<file path="config.mk">
export PLATFORM = sky130hd
export DESIGN_NAME = serial_encoder
export DESIGN_NICKNAME = d
export VERILOG_FILES = /design/src/rtl/serial_link_pkg.sv /design/src/rtl/frame_counter.sv /design/src/rtl/serial_encoder.sv
export SDC_FILE = /design/constraint.sdc
export NUM_CORES = 1
export LEC_CHECK = 0
export ABC_AREA = 1
export BUFFER_PORTS_ARGS = -buffer_cell sky130_fd_sc_hd__buf_2
export CAP_MARGIN = 20
export CORE_ASPECT_RATIO = 1.75
export CORE_MARGIN = 4
export CORE_UTILIZATION = 35
export CTS_CLUSTER_DIAMETER = 150
export DETAILED_ROUTE_END_ITERATION = 10
export HOLD_SLACK_MARGIN = 0.15
export PLACE_DENSITY = 0.51
export SLEW_MARGIN = 0
export SYNTH_ARGS = -nofsm -noshare
export SYNTH_HDL_FRONTEND = slang
export SYNTH_SLANG_ARGS = --single-unit
export TNS_END_PERCENT = 10
</file>
<file path="constraint.sdc">
create_clock -name clock -period 1.8 [get_ports clock]
set_clock_uncertainty 0.15 [all_clocks]
set_input_delay 0.36 -clock clock [delete_from_list [all_inputs] [get_ports clock]]
set_output_delay 0.36 -clock clock [all_outputs]
set_load 0.005 [all_outputs]
</file>
<file path="src/rtl/serial_link_pkg.sv">
// Shared definitions for the 8-bit serial link (transmit and receive sides).
// Latency: n/a (types and constants only).
// Backpressure: n/a.
package serial_link_pkg;

  localparam int LINK_WIDTH = 8;
  localparam int LINK_GAP   = 1;

  typedef enum logic [1:0] {
    IDLE  = 2'd0,
    SHIFT = 2'd1,
    GAP   = 2'd2
  } enc_state_t;

endpackage

</file>
<file path="src/rtl/frame_counter.sv">
// Clearable up-counter flagging the last count of a bit or gap phase.
// Latency: clear/enable take effect on the next edge; terminal is combinational from the count.
// Backpressure: none; holds its value while enable is low.
module frame_counter #(
  parameter int CNT_W = 4,
  parameter int LAST  = 7
) (
  input  logic clock,
  input  logic reset,
  input  logic clear,
  input  logic enable,
  output logic terminal
);

  logic [CNT_W-1:0] count;

  always_ff @(posedge clock) begin
    if (reset || clear) begin
      count <= '0;
    end else if (enable) begin
      count <= count + 1'b1;
    end
  end

  assign terminal = (count == CNT_W'(LAST));

endmodule

</file>
<file path="src/rtl/serial_encoder.sv">
// PISO frame encoder: byte in over valid/ready, LSB-first bits out, then frameSync gap slots.
// Latency: bit 0 appears the cycle after accept; frames repeat every WIDTH+GAP_CYCLES cycles.
// Backpressure: one-entry holding buffer; inReady drops while it is full.
module serial_encoder
  import serial_link_pkg::*;
#(
  parameter int WIDTH      = LINK_WIDTH,
  parameter int GAP_CYCLES = LINK_GAP
) (
  input  logic             clock,
  input  logic             reset,
  input  logic [WIDTH-1:0] parallelIn,
  input  logic             inValid,
  output logic             inReady,
  output logic             serialOut,
  output logic             frameSync,
  output logic             busy
);

  localparam int BIT_W = $clog2(WIDTH + 1);
  localparam int GAP_W = $clog2(GAP_CYCLES + 1);

  enc_state_t       state;
  logic [WIDTH-1:0] shiftReg;
  logic [WIDTH-1:0] bufData;
  logic             bufValid;
  logic             accept;
  logic             bit_clr, bit_en, bit_last;
  logic             gap_clr, gap_en, gap_last;

  assign inReady = !bufValid && !reset;
  assign accept  = inValid && inReady;
  assign busy    = (state != IDLE);

  always_comb begin
    bit_clr = 1'b0;
    bit_en  = 1'b0;
    gap_clr = 1'b0;
    gap_en  = 1'b0;
    case (state)
      IDLE:  bit_clr = accept;
      SHIFT: begin
        bit_en  = !bit_last;
        gap_clr = bit_last;
      end
      GAP: begin
        gap_en  = !gap_last;
        bit_clr = gap_last;
      end
      default: ;
    endcase
  end

  frame_counter #(.CNT_W(BIT_W), .LAST(WIDTH - 1)) u_bit_cnt (
    .clock    (clock),
    .reset    (reset),
    .clear    (bit_clr),
    .enable   (bit_en),
    .terminal (bit_last)
  );

  frame_counter #(.CNT_W(GAP_W), .LAST(GAP_CYCLES - 1)) u_gap_cnt (
    .clock    (clock),
    .reset    (reset),
    .clear    (gap_clr),
    .enable   (gap_en),
    .terminal (gap_last)
  );

  // serialOut is registered one step ahead: shiftReg[0] is always the bit on the line.
  always_ff @(posedge clock) begin
    if (reset) begin
      state     <= IDLE;
      shiftReg  <= '0;
      bufData   <= '0;
      bufValid  <= 1'b0;
      serialOut <= 1'b0;
      frameSync <= 1'b0;
    end else begin
      if (accept && (state != IDLE) && !((state == GAP) && gap_last)) begin
        bufData  <= parallelIn;
        bufValid <= 1'b1;
      end
      case (state)
        IDLE: begin
          if (accept) begin
            shiftReg  <= parallelIn;
            serialOut <= parallelIn[0];
            state     <= SHIFT;
          end
        end
        SHIFT: begin
          if (bit_last) begin
            serialOut <= 1'b0;
            frameSync <= 1'b1;
            state     <= GAP;
          end else begin
            shiftReg  <= shiftReg >> 1;
            serialOut <= shiftReg[1];
          end
        end
        GAP: begin
          if (gap_last) begin
            frameSync <= 1'b0;
            if (bufValid) begin
              shiftReg  <= bufData;
              serialOut <= bufData[0];
              bufValid  <= 1'b0;
              state     <= SHIFT;
            end else if (accept) begin
              shiftReg  <= parallelIn;
              serialOut <= parallelIn[0];
              state     <= SHIFT;
            end else begin
              state <= IDLE;
            end
          end
        end
        default: state <= IDLE;
      endcase
    end
  end

endmodule
</file>
==> results of run 1 <==
stage by stage:
stage               cell area [um^2]  hold WS [ns]
floorplan                       1350         0.307
global placement                1480         0.319
detailed placement              1480         0.321
CTS                             1530         0.171
global route                    1540         0.187
finish                          1540         0.171
cells in the final DEF, fill, tap and decap left out:
| cell | synthesis | layout |
|---|---|---|
| nand2_1 | 67 | 67 |
| dfxtp_1 | 25 | 24 |
| nor2_1 | 22 | 22 |
| buf_2 | 2 | 14 |
| o21ai_1 | 12 | 12 |
| inv_1 | 10 | 10 |
| a21oi_1 | 9 | 9 |
| nand3_1 | 7 | 7 |
| a21oi_2 | 6 | 6 |
| inv_2 | 6 | 5 |
| buf_4 | 1 | 5 |
| ha_2 | 0 | 3 |
| clkbuf_8 | 0 | 3 |
| nand4_1 | 2 | 2 |
| o21a_1 | 2 | 2 |
| o21ai_0 | 2 | 2 |
| nand3_2 | 2 | 2 |
| ha_1 | 5 | 2 |
| nor2_4 | 1 | 1 |
| nand2_4 | 1 | 1 |
| nand2_2 | 1 | 1 |
| inv_4 | 0 | 1 |
| nor2_2 | 1 | 1 |
| nor3_4 | 1 | 1 |
| o21ai_2 | 1 | 1 |
| xor2_1 | 1 | 1 |
| nor2_8 | 1 | 1 |
| o211ai_1 | 1 | 1 |
| nor3b_1 | 1 | 1 |
| o31ai_1 | 1 | 1 |
| clkinv_2 | 0 | 1 |
| dfxtp_2 | 0 | 1 |
cells by family after synthesis:
group           count (synthesis)  synth area share
compound gates                 34             0.153
simple gates                  107             0.356
xor+xnor                        1           0.00648
buf+inv                        21            0.0685
fa+ha+maj                       5            0.0463
flops                          25             0.370
metal layers:
layer / track usage / up-vias / wire length, um
li1: - / 651 / -
met1: 0.162 / 569 / 1310
met3: 0.0199 / 7 / 62
met2: 0.260 / 14 / 1680
met5: 0 / - / 0
met4: 0.0730 / 0 / 79
path summary, 6_finish.rpt:
path,startpoint,to,slack [ns],cells after the start
setup / recovery,state[1]$_SDFFE_PP0P_,busy,0.09,4
hold / removal,parallelIn[7],bufData[7]$_SDFFE_PP0P_,0.17,3
setup reg to reg,state[1]$_SDFFE_PP0P_,serialOut$_SDFFE_PP0P_,0.13,9
hold reg to reg,shiftReg[5]$_SDFFE_PP0P_,shiftReg[5]$_SDFFE_PP0P_,0.33,2
final cells by class:
| cell class | instances | area (um^2) |
|---|---|---|
| clock inverters | 1 | 5.00 |
| repair buffers | 19 | 108 |
| clock buffers | 3 | 41.3 |
| flip-flops and latches | 25 | 502 |
| fillers | 417 | 2120 |
| multi-input cells | 147 | 766 |
| well taps | 46 | 57.6 |
| inverters | 16 | 62.6 |
power by group:
part | switching [mW] | total, mW | internal [mW]
logic | 0.550 | 0.852 | 0.303
registers | 0.0727 | 0.729 | 0.656
clock network | 0.188 | 0.343 | 0.155
critical path, stage by stage, from the launching register on:
cell     delay (ns)
dfxtp_1        0.39
inv_1          0.10
ha_2           0.22
inv_1          0.11
buf_2          0.13
flip-flops by register name, summed over array words and instances (netlist names):
| register | count |
|---|---|
| state | 2 |
| frameSync | 1 |
| u_gap_cnt.count | 1 |
| bufValid | 1 |
| u_bit_cnt.count | 4 |
| shiftReg | 7 |
| bufData | 8 |
| serialOut | 1 |
==> flow_metrics.env, run 1 <==
export IMPL_yosys_top_cells_count="nand2_1, dfxtp_1, nor2_1, o21ai_1, inv_1"
export IMPL_layout_min_cycle_time_ns=1.71
export IMPL_clockBufferDepth=2
export IMPL_synth_top_area_frac=0.370
export IMPL_ys_seq_area_frac=0.370
export IMPL_syn_area_per_cell_um2=7.00
export IMPL_synth_edf_count=0
export IMPL_hp_class="in -> reg"
export IMPL_antenna_cells=0
export IMPL_antenna_found_initial=0
export IMPL_synth_distinct_cells=29
export IMPL_synth_area_um2=1350
export IMPL_grt_total_usage=0.148
export IMPL_htree_levels=1
export IMPL_max_slew_margin=0.748
export IMPL_nets=228
export IMPL_initial_core_util=0.369
export IMPL_avgViaCountPerCell=4.83
export IMPL_drv_cap=0
export IMPL_finalHoldViolCount=0
export IMPL_yosys_warnings=0
export IMPL_gr_total_overflow=0
export IMPL_worst_setup_path_end_kind="output port"
export IMPL_ys_flop_type="dfxtp_1"
export IMPL_clkLatencyLatePin_ns=0.28
export IMPL_setup_ws_ns=0.0870
export IMPL_worstMarginPinSlew_ns=0.377
export IMPL_cts_setup_buffers=0
export IMPL_cts_resized=0
export IMPL_grt_pass1_wl_um=5580
export IMPL_wirelength_um=3140
export IMPL_worstPathRequired_ns=1.29
export IMPL_synth_most_common_cell="nand2_1"
export IMPL_boundaryPins=15
export IMPL_synth_nets=209
export IMPL_timing_final_crit_share=0.952
export IMPL_grt_pass1_vias=1291
export IMPL_cp_arrival_ns=1.20
export IMPL_clock_sinks=25
export IMPL_cellPowerDensity_nw_per_um2=1250
export IMPL_grt_max_degree=15
export IMPL_fin_tns_setup_ns=0
export IMPL_areaGrowthSynthToFinish_pct=14.1
export IMPL_dp_cells=253
export IMPL_synth_seq_cells=25
export IMPL_place_port_buffers=14
export IMPL_die_height_um=90.2
export IMPL_cts_hold_buf=0
export IMPL_place_congestion=0.833
export IMPL_fmax_mhz=584
export IMPL_ant_nets=0
export IMPL_max_vdd_ir_drop_mv=0.729
export IMPL_drt_iter0_drc=33
export IMPL_leakagePower_nw=0.718
export IMPL_cp_max_fo=4
export IMPL_status="finished clean"
export IMPL_final_core_util=0.421
export IMPL_report_final_slew_viol_count=0
export IMPL_grt_setup_unrepaired="no"
export IMPL_clockRootBuffer="clkbuf_8"
export IMPL_cts_clk_slew_worst_paths_ns=0.10
export IMPL_finalSetupViolations=0
export IMPL_drive_above_1_share=0.227
export IMPL_vias=1241
export IMPL_core_um2=3660
export IMPL_route_detailed_drc=0
export IMPL_start_kind="flop"
export IMPL_syn_inst=193
export IMPL_synthTopCellsByArea="dfxtp_1, nand2_1, nor2_1, ha_1, o21ai_1"
export IMPL_preCtsSetupSlack_ns=0.103
export IMPL_path_class="reg -> out"
export IMPL_total_power_mw=1.92
export IMPL_dp_hpwl_um=2550
export IMPL_rows=29
export IMPL_firstDrtPassIters=4
export IMPL_dieWidth_um=55.0
export IMPL_final_cell_count_no_fill=257
export IMPL_yosysTopAreaCell="dfxtp_1"
export IMPL_synthArstFlopShare=0
export IMPL_cts_tree="done"
export IMPL_dieArea_um2=4960
export IMPL_post_drt_wl_per_cell_um=12.2
export IMPL_numCtsBuffers=3
Note: power is estimated with default switching activity, not from simulation.
==> run 2: changes to the inputs <==
--- a/config.mk
+++ b/config.mk
@@ -8,7 +8,7 @@
 export ABC_AREA = 1
 export BUFFER_PORTS_ARGS = -buffer_cell sky130_fd_sc_hd__buf_2
 export CAP_MARGIN = 20
-export CORE_ASPECT_RATIO = 1.75
+export CORE_ASPECT_RATIO = 0.5
 export CORE_MARGIN = 4
 export CORE_UTILIZATION = 35
 export CTS_CLUSTER_DIAMETER = 150
==> run 2 against run 1 <==
Net effect: cell area is 0.57% higher; wire length up 2.6%; register-to-register slack hardly changed; first-iteration DRC count up 64%.
==> flow_metrics.env, run 2 (synthesis gave the netlist of run 1 again) <==
export IMPL_preCtsSetupSlack_ns=0.0484
export IMPL_place_congestion=0.801
export IMPL_rows=15
export IMPL_clock_sinks=25
export IMPL_clockRootBuffer="clkbuf_8"
export IMPL_r2r_setup_slack_ns=0.13
export IMPL_hp_class="in -> reg"
export IMPL_worst_setup_path_end_kind="output port"
export IMPL_antenna_cells=0
export IMPL_layout_common_cells="nand2_1, dfxtp_1, nor2_1, buf_2, o21ai_1"
export IMPL_place_port_buffers=14
export IMPL_vias=1236
export IMPL_timing_final_crit_share=0.950
export IMPL_cellPowerDensity_nw_per_um2=1260
export IMPL_largest_reg_flops=8
export IMPL_avgViaCountPerCell=4.72
export IMPL_drive_above_1_share=0.227
export IMPL_rr_worst_depth=9
export IMPL_finalSetupViolations=0
export IMPL_worstHoldStart="parallelIn[6]"
export IMPL_boundaryPins=15
export IMPL_grt_max_degree=15
export IMPL_crit_chain="inv_1 > ha_2 > inv_1 > buf_2"
export IMPL_areaGrowthSynthToFinish_pct=14.7
export IMPL_grt_total_usage=0.146
export IMPL_fin_tns_setup_ns=0
export IMPL_route_detailed_drc=0
export IMPL_post_drt_wl_per_cell_um=12.3
export IMPL_cts_tree="done"
export IMPL_worstPathRequired_ns=1.29
export IMPL_clockBufferDepth=2
export IMPL_worstMarginPinSlew_ns=0.415
export IMPL_cp_buffers_inverters=3
export IMPL_layout_min_cycle_time_ns=1.71
export IMPL_crit_start="state[1]$_SDFFE_PP0P_"
export IMPL_ant_nets=0
export IMPL_crit_family="flip-flops"
export IMPL_finalHoldViolCount=0
export IMPL_max_slew_margin=0.723
export IMPL_clkLatencyLatePin_ns=0.27
export IMPL_cp_max_fo=4
export IMPL_nFillCells=403
export IMPL_htree_levels=1
export IMPL_dieArea_um2=4980
export IMPL_cp_common_cell="inv_1"
export IMPL_setup_ws_ns=0.0900
export IMPL_cp_depth=4
export IMPL_leakagePower_nw=0.722
export IMPL_dp_hpwl_um=2380
export IMPL_timing_rr_end="shiftReg[5]$_SDFFE_PP0P_"
export IMPL_gr_total_overflow=0
export IMPL_report_final_slew_viol_count=0
export IMPL_grt_pass1_wl_um=5550
export IMPL_core_um2=3570
export IMPL_multi_input_area_um2=763
export IMPL_antenna_found_initial=0
export IMPL_grt_pass1_vias=1215
export IMPL_wirelength_um=3220
export IMPL_seq_area_um2=503
export IMPL_firstDrtPassIters=4
export IMPL_numCtsBuffers=3
export IMPL_endpoint="busy"
export IMPL_regMostFlops="bufData"
export IMPL_nets=228
export IMPL_cts_hold_buf=0
export IMPL_path_class="reg -> out"
export IMPL_top_regs="bufData x8, shiftReg x7, u_bit_cnt.count x4"
export IMPL_r2r_start="state[1]$_SDFFE_PP0P_"
export IMPL_fmax_mhz=585
export IMPL_total_power_mw=1.96
export IMPL_layout_commonest_cell="nand2_1"
export IMPL_die_height_um=51.9
export IMPL_initial_core_util=0.379
export IMPL_drv_cap=0
export IMPL_max_vdd_ir_drop_mv=0.400
export IMPL_grt_setup_unrepaired="no"
export IMPL_cp_slowest_cell="dfxtp_2"
export IMPL_start_kind="flop"
export IMPL_cp_slowest_stage_delay_ns=0.35
export IMPL_dieWidth_um=95.9
export IMPL_cts_clk_slew_worst_paths_ns=0.09
export IMPL_drt_iter0_drc=54
export IMPL_status="finished clean"
export IMPL_cp_arrival_ns=1.20
## run 2: worst min path at each step
stage / end / slack (ns) / cells after the start
floorplan: shiftReg[2]$_SDFFE_PP0P_ / 0.31 / 2
global placement: serialOut$_SDFFE_PP0P_ / 0.31 / 2
detailed placement: serialOut$_SDFFE_PP0P_ / 0.31 / 2
CTS: bufData[7]$_SDFFE_PP0P_ / 0.17 / 3
global route: bufData[1]$_SDFFE_PP0P_ / 0.17 / 3
finish: bufData[6]$_SDFFE_PP0P_ / 0.17 / 3
## run 2: what timing repair did
item	in CTS	in global routing
pin swaps	0	1
gates resized for setup	1	5
setup buffers	0	1
setup endpoints to repair	1	15
## run 2: per-layer routing
layer  wire, um  global-route usage
met2       1380               0.227
met4         31              0.0425
met1       1690               0.195
met3        126              0.0434
met5          0                   0
## run 2: where the power goes
part	switching, mW	internal, mW	total [mW]
sequential	0.0707	0.659	0.729
combinational	0.573	0.310	0.883
clock	0.193	0.155	0.348
## run 2: layout make-up
cell class / count / share of cell area
clock inverter: 1 / 0.00323
tap: 51 / 0.0412
inverter: 16 / 0.0404
clock buffer: 3 / 0.0266
sequential: 25 / 0.324
multi-input combinational: 147 / 0.492
timing repair buffer: 19 / 0.0718
## run 2: stage by stage
stage / area, um^2 / instances / hold slack, ns / utilization
finish: 1550 / 262 / 0.168 / 0.435
floorplan: 1350 / 193 / 0.307 / -
global route: 1550 / 262 / 0.167 / 0.435
CTS: 1530 / 261 / 0.168 / 0.429
global placement: 1480 / 257 / 0.311 / 0.416
detailed placement: 1480 / 257 / 0.312 / 0.416
## run 2: worst min-delay path, cell delays in order
cell,delay [ns]
buf_2,0.09
nor2_1,0.04
nor2_1,0.08
